$ cat src/rtl/sprite_rom_arbiter.sv
// Round-robin valid/ready arbiter sharing one synchronous sprite ROM across NREQ requesters.
// Define SPRITE_ARB_FIXED_PRIO_EN for fixed priority (lowest index wins) instead of round-robin.
module sprite_rom_arbiter #(
    parameter int unsigned NREQ    = 2,
    parameter int unsigned ADDR_W  = 8,
    parameter int unsigned DATA_W  = 4,
    parameter int unsigned ROM_LAT = 1
) (
    input  logic                     vga_clk,
    input  logic                     reset,
    input  logic [NREQ-1:0]          req_valid,
    input  logic [NREQ*ADDR_W-1:0]   req_addr,
    output logic [NREQ-1:0]          req_ready,
    output logic [ADDR_W-1:0]        rom_address,
    input  logic [DATA_W-1:0]        rom_q,
    output logic [NREQ-1:0]          rsp_valid,
    output logic [DATA_W-1:0]        rsp_data
);

    localparam int unsigned    IDW     = (NREQ > 1) ? $clog2(NREQ) : 1;
    localparam logic [IDW-1:0] LAST_ID = IDW'(NREQ - 1);

    logic [IDW-1:0]     last_grant_q, last_grant_d;
    logic [IDW-1:0]     winner;
    logic [IDW-1:0]     cand;
    logic               found;
    logic               accept;
    logic [ROM_LAT-1:0] tag_valid_q;
    logic [IDW-1:0]     tag_id_q [ROM_LAT];

    // Searching in reverse order lets the last hit be the highest-priority candidate.
    always_comb begin
        winner = '0;
        found  = 1'b0;
        cand   = '0;
`ifdef SPRITE_ARB_FIXED_PRIO_EN
        for (int k = NREQ - 1; k >= 0; k--) begin
            cand = IDW'(k);
            if (req_valid[cand]) begin
                found  = 1'b1;
                winner = cand;
            end
        end
`else
        for (int k = NREQ; k >= 1; k--) begin
            cand = IDW'((int'(last_grant_q) + k) % int'(NREQ));
            if (req_valid[cand]) begin
                found  = 1'b1;
                winner = cand;
            end
        end
`endif
    end

    always_comb begin
        accept      = found && !reset;
        req_ready   = accept ? (NREQ'(1) << winner) : '0;
        rom_address = req_addr[winner*ADDR_W +: ADDR_W];
`ifdef SPRITE_ARB_FIXED_PRIO_EN
        last_grant_d = last_grant_q;
`else
        last_grant_d = accept ? winner : last_grant_q;
`endif
    end

    // Tags travel alongside the ROM read so each word returns to its originator.
    always_ff @(posedge vga_clk or posedge reset) begin
        if (reset) begin
            last_grant_q <= LAST_ID;
            tag_valid_q  <= '0;
            for (int i = 0; i < ROM_LAT; i++) begin
                tag_id_q[i] <= '0;
            end
            rsp_valid <= '0;
            rsp_data  <= '0;
        end else begin
            last_grant_q   <= last_grant_d;
            tag_valid_q[0] <= accept;
            tag_id_q[0]    <= winner;
            for (int i = 1; i < ROM_LAT; i++) begin
                tag_valid_q[i] <= tag_valid_q[i-1];
                tag_id_q[i]    <= tag_id_q[i-1];
            end
            rsp_valid <= tag_valid_q[ROM_LAT-1] ? (NREQ'(1) << tag_id_q[ROM_LAT-1]) : '0;
            rsp_data  <= rom_q;
        end
    end

endmodule
$ cat config.mk
export PLATFORM = sky130hd
export DESIGN_NAME = sprite_rom_arbiter
export DESIGN_NICKNAME = d
export VERILOG_FILES = /design/src/rtl/sprite_rom_arbiter.sv
export SDC_FILE = /design/constraint.sdc
export NUM_CORES = 1
export LEC_CHECK = 0
export CAP_MARGIN = 10
export CORE_UTILIZATION = 27
export CTS_CLUSTER_SIZE = 30
export DETAILED_ROUTE_END_ITERATION = 7
export PLACE_DENSITY_LB_ADDON = 0.3
export REMOVE_ABC_BUFFERS = 1
export SLEW_MARGIN = 10
export SYNTH_ARGS = -nofsm -noshare
export SYNTH_HDL_FRONTEND = slang
export SYNTH_SLANG_ARGS = --single-unit
$ cat constraint.sdc
create_clock -name vga_clk -period 1.7 [get_ports vga_clk]
set_input_delay 0.34 -clock vga_clk [delete_from_list [all_inputs] [get_ports vga_clk]]
set_output_delay 0.34 -clock vga_clk [all_outputs]
set_load 0.1 [all_outputs]
==> flow_summary_export.csv <==
group,metric,value,unit
placed_design,dp_cells,87,
yosys,syn-instance-count,29,
critical_path,reg2reg_slack,750,ps
status,outcome,"complete, but fails checks",
critical_path,critical_path_required,1360,ps
detailed_routing,vias,413,
power,leakagePower,0.4921,nW
cells_and_area,final_net_count,103,
floorplanning,ioPinCount,40,
min_path,min_path_type,"input pin to async pin",
cts,clkTransAtPathRegs,60,ps
sta,finalSetupViolCount,9,
critical_path,crit_fanout,5,
placed_design,dp_slack,-380.2,ps
power,power_density,832.8,nW/µm²
sta,period_share,107.3,%
cts,ctsHtreeMaxLevel,1,
grt,grt_pass1_wl,2221,µm
cells_and_area,diodes,0,
floorplanning,num_rows,13,
yosys,syn_area,399.1,µm²
yosys,synth.avg_cell_area,13.76,µm²
cells_and_area,final_cell_count_no_fill,93,
floorplanning,dieArea,1636,µm²
grt,grt_overflow,0,
critical_path,r2r.worst_path.cells,2,
grt,groute.usage.overall,23.17,%
sta,finalWorstSetupSlack,-124.8,ps
job,max_cap_viol_count,0,
cts,cts.path.max_buffers,2,
status,violations,"setup timing",
cts,root_buffer,"clkbuf_4",
floorplanning,start_util,29.92,%
yosys,seq_area_frac_synth,56.74,%
critical_path,crit_arrival,1480,ps
critical_path,crit_chain,"a21boi_4 > mux2_4 > buf_12",
detailed_routing,drtIter0Drc,2,
sta,maxSlewViolCount,0,
cts,cts_tree,"built",
placed_design,gp_congestion,0.6396,
cells_and_area,nFillCells,75,
detailed_routing,vias_per_cell,4.441,
cts,cts_buffers,3,
cells_and_area,drive_gt1_share,51.28,%
grt,grt_pass1_vias,440,
sta,finalCriticalPeriod,1825,ps
yosys,ys.warnings.count,0,
critical_path,timing.rr.start,"last_grant_q",
critical_path,rr_endpoint,"last_grant_q",
floorplanning,core_area,1334,µm²
grt,grt_antenna_before_repair,0,
grt,grt_max_degree,10,
critical_path,cp-end-kind,"primary output",
detailed_routing,routed_wl,1557,µm
sta,rsz0062_at_grt,"true",
floorplanning,die_w,40.45,µm
detailed_routing,drtAntennaViolNets,0,
sta,worst_slew_pin_slew,345.1,ps
sta,max_freq,548.0,MHz
sta,finClkSkew,0.2090,ps
sta,slew_headroom,76.97,%
detailed_routing,drc,0,
critical_path,crit_type,"register to primary output",
power,ir_drop,0.4845,mV
critical_path,max_stage_delay,600,ps
cts,cts_sinks,9,
detailed_routing,wl_per_cell,16.74,µm
yosys,synth_cell_types,12,
cells_and_area,final_common_cell,"clkdlybuf4s50_1",
cells_and_area,postLayoutCoreUtil,80.58,%
sta,fin_hold_ws,328.4,ps
yosys,synth-seq-cells,9,
critical_path,start_kind,"register",
critical_path,cp_slowest_cell,"dfstp_2",
floorplanning,die_h,40.45,µm
placed_design,io_buffers,39,
cells_and_area,syn2layout_area_growth,169.3,%
detailed_routing,drtPass1Iterations,2,
cts,clock_latency,260,ps
cells_and_area,layout_common_cells,"clkdlybuf4s50_1, buf_12, dfrtp_1",
placed_design,place_hpwl,1123,µm
sta,hold_viol,0,
[area by class of cell]
cell class / instances / area (µm²) / area share [%]
well taps: 15 / 18.77 / 1.746
flip-flops and latches: 9 / 226.5 / 21.07
clock buffers: 4 / 26.28 / 2.445
multi-input cells: 19 / 212.7 / 19.79
inverters: 2 / 7.507 / 0.6985
repair buffers: 44 / 583.1 / 54.25
[kinds of logic (layout without fill, tap and decap cells)]
family / count (synthesis) / after routing / synth area share, %
muxes: 9 / 9 / 25.08
AOI/OAI and AO/OA: 3 / 4 / 7.837
DFF: 9 / 9 / 56.74
buffers and inverters: 2 / 50 / 1.882
and+or+nand+nor: 6 / 6 / 8.466
[power by group]
part	internal (W)	switching, W	leakage, nW
Combinational	0.000202	0.000281	0.369
Clock	0.0000905	0.0000752	0.0150
Sequential	0.000231	0.0000148	0.108
[what timing repair did]
item | in CTS | in global routing
endpoints found under the setup margin | 10 | 10
gates cloned | 1 | 0
gates resized for setup | 14 | 3
setup buffers | 1 | 0
hold buffers | 0 | 0
[per-stage QoR]
| step | total power, W | instance area (µm²) | setup TNS (ps) |
|---|---|---|---|
| global route | 0.0009279 | 1075 | -1205 |
| CTS | 0.0008946 | 1076 | -825.4 |
| finish | 0.0008951 | 1075 | -830.7 |
| detailed placement | 0.0007085 | 998.5 | -3572 |
| floorplan | 0.0005023 | 399.1 | -2083 |
| global placement | 0.0007047 | 998.5 | -3403 |
[critical path: cells and delay by family (launching register included)]
family	cells	cell delay, ps
mux	1	330
buf+inv	1	170
compound gates	1	110
flops	1	600
[worst max-delay path by stage]
stage / startpoint / to / slack, ps / cells past startpoint
after floorplan: last_grant_q / req_ready[0] / -1410 / 2
after CTS: last_grant_q / rom_address[4] / -120 / 3
after global routing: last_grant_q / rom_address[0] / -160 / 3
final: last_grant_q / rom_address[0] / -120 / 3
after detailed placement: req_valid[1] / rom_address[2] / -380 / 4
after global placement: req_valid[1] / rom_address[5] / -360 / 4
[layer usage]
layer	up-vias	track usage [%]	routed length, µm
met5	-	0	0
met4	0	12.50	36
met3	5	7.778	85
met2	19	37.30	848
met1	190	26.69	587
li1	199	-	-
[cells in the mapped netlist]
master	instances	area share [%]
a21oi_1	1	1.3
or2b_1	1	1.9
nor2b_1	2	3.1
dfstp_2	1	6.6
inv_1	2	1.9
dfrtp_1	8	50
mux2i_1	1	2.5
mux2_2	8	23
and2_1	1	1.6
a21boi_4	1	4.7
nor2_1	2	1.9
a21boi_0	1	1.9
[state kept, by name, summed over array words and instances (netlist names)]
| register | cells |
|---|---|
| tag_valid_q | 1 |
| rsp_valid | 2 |
| last_grant_q | 1 |
| tag_id_q | 1 |
| rsp_data | 4 |
Note: power is estimated with default switching activity, not from simulation.
